===== src/rtl/rip_bram_port_arbiter.sv =====
// Round-robin arbiter sharing BRAM port 1 between two valid/ready requesters with a fixed 1-cycle response.
// Optional post-reset zero sweep of the whole BRAM is enabled by defining RIP_BRAM_INIT_EN.
module rip_bram_port_arbiter #(
    parameter int unsigned DATA_WIDTH = 32,
    parameter int unsigned ADDR_WIDTH = 10,
    localparam int unsigned B_WIDTH   = 8,
    localparam int unsigned NBE       = DATA_WIDTH / B_WIDTH
) (
    input  logic                  clk,
    input  logic                  rstn,
    input  logic                  m0_valid,
    output logic                  m0_ready,
    input  logic [ADDR_WIDTH-1:0] m0_addr,
    input  logic [NBE-1:0]        m0_we,
    input  logic [DATA_WIDTH-1:0] m0_wdata,
    output logic                  m0_rvalid,
    output logic [DATA_WIDTH-1:0] m0_rdata,
    input  logic                  m1_valid,
    output logic                  m1_ready,
    input  logic [ADDR_WIDTH-1:0] m1_addr,
    input  logic [NBE-1:0]        m1_we,
    input  logic [DATA_WIDTH-1:0] m1_wdata,
    output logic                  m1_rvalid,
    output logic [DATA_WIDTH-1:0] m1_rdata,
    output logic                  bram_en,
    output logic [ADDR_WIDTH-1:0] bram_addr,
    output logic [NBE-1:0]        bram_we,
    output logic [DATA_WIDTH-1:0] bram_din,
    input  logic [DATA_WIDTH-1:0] bram_dout,
    output logic                  init_done
);

    logic                  run;
    logic                  sweep;
    logic [ADDR_WIDTH-1:0] sweep_addr;

`ifdef RIP_BRAM_INIT_EN
    typedef enum logic {S_INIT, S_RUN} state_e;

    state_e                state_q, state_d;
    logic [ADDR_WIDTH-1:0] clr_q, clr_d;

    always_ff @(posedge clk) begin
        if (!rstn) begin
            state_q <= S_INIT;
            clr_q   <= '0;
        end else begin
            state_q <= state_d;
            clr_q   <= clr_d;
        end
    end

    always_comb begin
        state_d = state_q;
        clr_d   = clr_q;
        if (state_q == S_INIT) begin
            clr_d = clr_q + 1'b1;
            if (clr_q == '1) begin
                state_d = S_RUN;
            end
        end
    end

    assign run        = rstn && (state_q == S_RUN);
    assign sweep      = rstn && (state_q == S_INIT);
    assign sweep_addr = clr_q;
    assign init_done  = (state_q == S_RUN);
`else
    assign run        = rstn;
    assign sweep      = 1'b0;
    assign sweep_addr = '0;
    assign init_done  = 1'b1;
`endif

    logic                  prio_q, prio_d;
    logic                  gnt0, gnt1;
    logic                  rv0_q, rv1_q;
    logic [DATA_WIDTH-1:0] rd0_q, rd1_q;

    always_comb begin
        gnt0      = 1'b0;
        gnt1      = 1'b0;
        prio_d    = prio_q;
        bram_en   = 1'b0;
        bram_addr = '0;
        bram_we   = '0;
        bram_din  = '0;
        if (run) begin
            gnt0 = m0_valid && (!m1_valid || !prio_q);
            gnt1 = m1_valid && (!m0_valid ||  prio_q);
        end
        // Priority only moves on contention: favour the loser next time.
        if (m0_valid && m1_valid && (gnt0 || gnt1)) begin
            prio_d = gnt0;
        end
        if (sweep) begin
            bram_en   = 1'b1;
            bram_addr = sweep_addr;
            bram_we   = '1;
        end else if (gnt0) begin
            bram_en   = 1'b1;
            bram_addr = m0_addr;
            bram_we   = m0_we;
            bram_din  = m0_wdata;
        end else if (gnt1) begin
            bram_en   = 1'b1;
            bram_addr = m1_addr;
            bram_we   = m1_we;
            bram_din  = m1_wdata;
        end
    end

    assign m0_ready = gnt0;
    assign m1_ready = gnt1;

    // rvalid is masked by rstn so a reset in the response cycle drops the response.
    assign m0_rvalid = rv0_q && rstn;
    assign m1_rvalid = rv1_q && rstn;
    assign m0_rdata  = m0_rvalid ? bram_dout : rd0_q;
    assign m1_rdata  = m1_rvalid ? bram_dout : rd1_q;

    always_ff @(posedge clk) begin
        if (!rstn) begin
            prio_q <= 1'b0;
            rv0_q  <= 1'b0;
            rv1_q  <= 1'b0;
            rd0_q  <= '0;
            rd1_q  <= '0;
        end else begin
            prio_q <= prio_d;
            rv0_q  <= gnt0;
            rv1_q  <= gnt1;
            if (m0_rvalid) begin
                rd0_q <= bram_dout;
            end
            if (m1_rvalid) begin
                rd1_q <= bram_dout;
            end
        end
    end

endmodule

===== config.mk =====
export PLATFORM = sky130hd
export DESIGN_NAME = rip_bram_port_arbiter
export DESIGN_NICKNAME = d
export VERILOG_FILES = /design/src/rtl/rip_bram_port_arbiter.sv
export SDC_FILE = /design/constraint.sdc
export NUM_CORES = 1
export LEC_CHECK = 0
export BUFFER_PORTS_ARGS = -buffer_cell sky130_fd_sc_hd__buf_2
export CAP_MARGIN = 10
export CORE_MARGIN = 5
export CORE_UTILIZATION = 40
export CTS_BUF_LIST = sky130_fd_sc_hd__clkbuf_16
export DETAILED_ROUTE_END_ITERATION = 8
export PLACE_DENSITY = 0.77
export SLEW_MARGIN = 10
export SYNTH_ARGS = -nofsm -noshare
export SYNTH_HDL_FRONTEND = slang
export SYNTH_SLANG_ARGS = --single-unit

===== constraint.sdc =====
create_clock -name clk -period 1 [get_ports clk]
set_input_delay 0.1 -clock clk [delete_from_list [all_inputs] [get_ports clk]]
set_output_delay 0.1 -clock clk [all_outputs]
set_load 0.02 [all_outputs]

==> impl_metrics.toml <==
[critical_path]
path_class = "flip-flop to primary output"
end_kind = "primary output"
critical_path_required_ns = 0.90
reg2reg_slack_ns = -0.27
worstPathMaxFanout = 10
critPathLaunchType = "flip-flop"
worstPathArrival_ns = 1.44

[timing]
setup_viol = 178
hold_violations = 0
fmax_mhz = 650.4
post-route-period-util_pct = 153.8
skew_ns = 0.005318
period_minus_slack_ns = 1.538
tns_ns = -63.05
rsz0062_at_grt = "yes"
slew_violations = 0
final.setup.worst_slack_ns = -0.5376

[clock_tree]
tritoncts = "built"
cts.clk_slew.worst_paths_ns = 0.06
clock_latency_ns = 0.32
clock_path_buffers = 2
clock-root-buffer = "clkbuf_16"
cts_buffers = 9
htree_levels = 3
cts_sinks = 67

[synth]
synth_fa_ha_area_share_pct = 0
synth-seq-cells = 67
synth_xor_area_share_pct = 0.2090
synth_area_per_cell_um2 = 9.129
synth.area.mux_share_pct = 37.68
synthSimpleGateAreaFrac_pct = 15.41
ys_seq_area_share_pct = 32.01
syn_inst = 459
ys.warnings.count = 0
synth_cell_types = 17
synth_top_family_by_area = "multiplexers"
synthesis.area_mm2 = 0.004190
synth_fp_nets = 587
synth_compound_area_share_pct = 7.077

[floorplan]
initial_core_util_pct = 40.77
die-area_mm2 = 0.01262
fp.dieW_um = 112.4
fp-row-count = 37
io_pins = 244
die_h_um = 112.4
coreArea_mm2 = 0.01028

[layout]
layout.nets = 861
nFillCells = 630
mostFrequentLayoutCell = "buf_2"
fin_cells = 878
synthToLayoutAreaGrowth_pct = 85.43
regArea_mm2 = 0.001353
layout_common_cells = "buf_2, nand2_1, buf_6"
multi_input_area_mm2 = 0.003129
drive_gt1_share_pct = 60.24

[hold_path]
min_path_type = "primary input to flip-flop"

[route]
drt_iter0_markers = 220
drc = 0
dr.pass1.iters = 4
final_antenna_net_count = 0
via_per_inst = 5.174
vias = 4543
wl_per_cell_um = 19.04
drt-total-wl_um = 16720

[run_status]
status = "finished with violations"
violations = "setup timing"

[grt]
grt_pass1_wl_um = 24430
grtUsageTotal_pct = 23.79
grt_pass1_vias = 4872
antenna_found_initial = 4
grt.overflow.total = 0
grt_max_degree = 34

[power_and_ir_drop]
switchingPower_mw = 2.876
ir_drop_uv = 825.9
p_per_area_mw_per_mm2 = 1228
p_comb_share_pct = 34.4
internal_power_mw = 6.669
seqPwrFrac_pct = 30.2
swShare_pct = 30.13
leakage_nw = 3.660
clkPwrFrac_pct = 35.4
finalPower_mw = 9.544

[placement]
hpwl_um = 10620
place_inst = 838
io_buffers = 242
globalplace.congestion = 0.8883

[flow_run]
drv_cap = 0
[sequential cells by signal (all words and copies together) (netlist names)]
register and count:
rd0_q 32, rd1_q 32, prio_q 1, rv0_q 1, rv1_q 1
[final cells by class]
cell class,count,share of cell area [%]
timing repair buffer,306,35.68
antenna,5,0.1610
multi-input combinational,345,40.27
tap,136,2.190
clock inverter,6,1.159
inverter,4,0.2254
sequential,67,17.41
clock buffer,9,2.899
[power by group through the flow]
stage | sequential, mW | combinational [mW] | clock [mW]
2_1_floorplan | 2.90 | 1.75 | 0
4_1_cts | 2.87 | 3.09 | 3.42
6_report | 2.88 | 3.29 | 3.38
3_5_place_dp | 2.93 | 2.59 | 0
5_1_grt | 2.89 | 3.47 | 3.58
3_3_place_gp | 2.92 | 2.53 | 0
[cells by family after synthesis]
group / Yosys count
AO/OA/AOI/OAI: 47
XOR/XNOR: 1
buffers and inverters: 47
flip-flops: 67
multiplexers: 128
other: 1
AND/OR/NAND/NOR: 168
[metrics by stage]
step	cell area, um2	hold WS [ns]	util (%)	worst slack [ns]
after global placement	6300	0.3732	61.30	-0.2357
after detailed placement	6300	0.3874	61.30	-0.2803
after floorplan	4768	0.2469	-	-0.08421
after CTS	7482	0.05086	72.80	-0.5525
after global routing	7767	0.07253	75.58	-0.5716
final	7770	0.05851	75.60	-0.5376
[synth_stat cells]
cell | n | share of area (%)
mux2_4 | 58 | 21
mux2_2 | 6 | 1.6
buf_2 | 12 | 1.4
o21ai_2 | 1 | 0.21
inv_2 | 2 | 0.18
o22ai_1 | 46 | 6.9
buf_4 | 19 | 3.4
mux2i_1 | 64 | 15
conb_1 | 1 | 0.089
clkbuf_1 | 5 | 0.45
nand2_1 | 95 | 8.5
nand2_4 | 2 | 0.54
inv_1 | 2 | 0.18
dfxtp_1 | 67 | 32
buf_6 | 7 | 1.9
nor2_1 | 71 | 6.4
xor2_1 | 1 | 0.21
[layer usage]
layer  routed length, um  vias to the layer above  track usage [%]  part of all wire (%)
met1                6025                     2162            26.06                    36
met4                 646                        0            9.936                   3.9
li1                    -                     2125                -                     -
met3                1115                       46            5.768                   6.7
met5                   0                        -                0                     0
met2                8933                      210            43.62                    53
[path summary, 6_finish.rpt]
kind	startpoint	end	cells past startpoint
max	rv0_q	m0_rdata[22]	4
min	bram_dout[0]	rd1_q[0]	3
max reg2reg	rv0_q	rd0_q[26]	4
min reg2reg	rd1_q[3]	rd1_q[3]	2
[worst max-delay path, cell delays in order, from the launching register on]
cell and delay (ns):
dfxtp_4 0.36, nand2_8 0.12, buf_12 0.17, mux2_4 0.30
buf_2 0.17
[what timing repair did]
item                                    CTS  global route
pin swaps                                 0            10
cloned                                   10             1
endpoints found under the setup margin  179           178
resized for setup                       165            76
buffers inserted                          4             9
hold buffers                              0             0
Note: power is estimated with default switching activity, not from simulation.
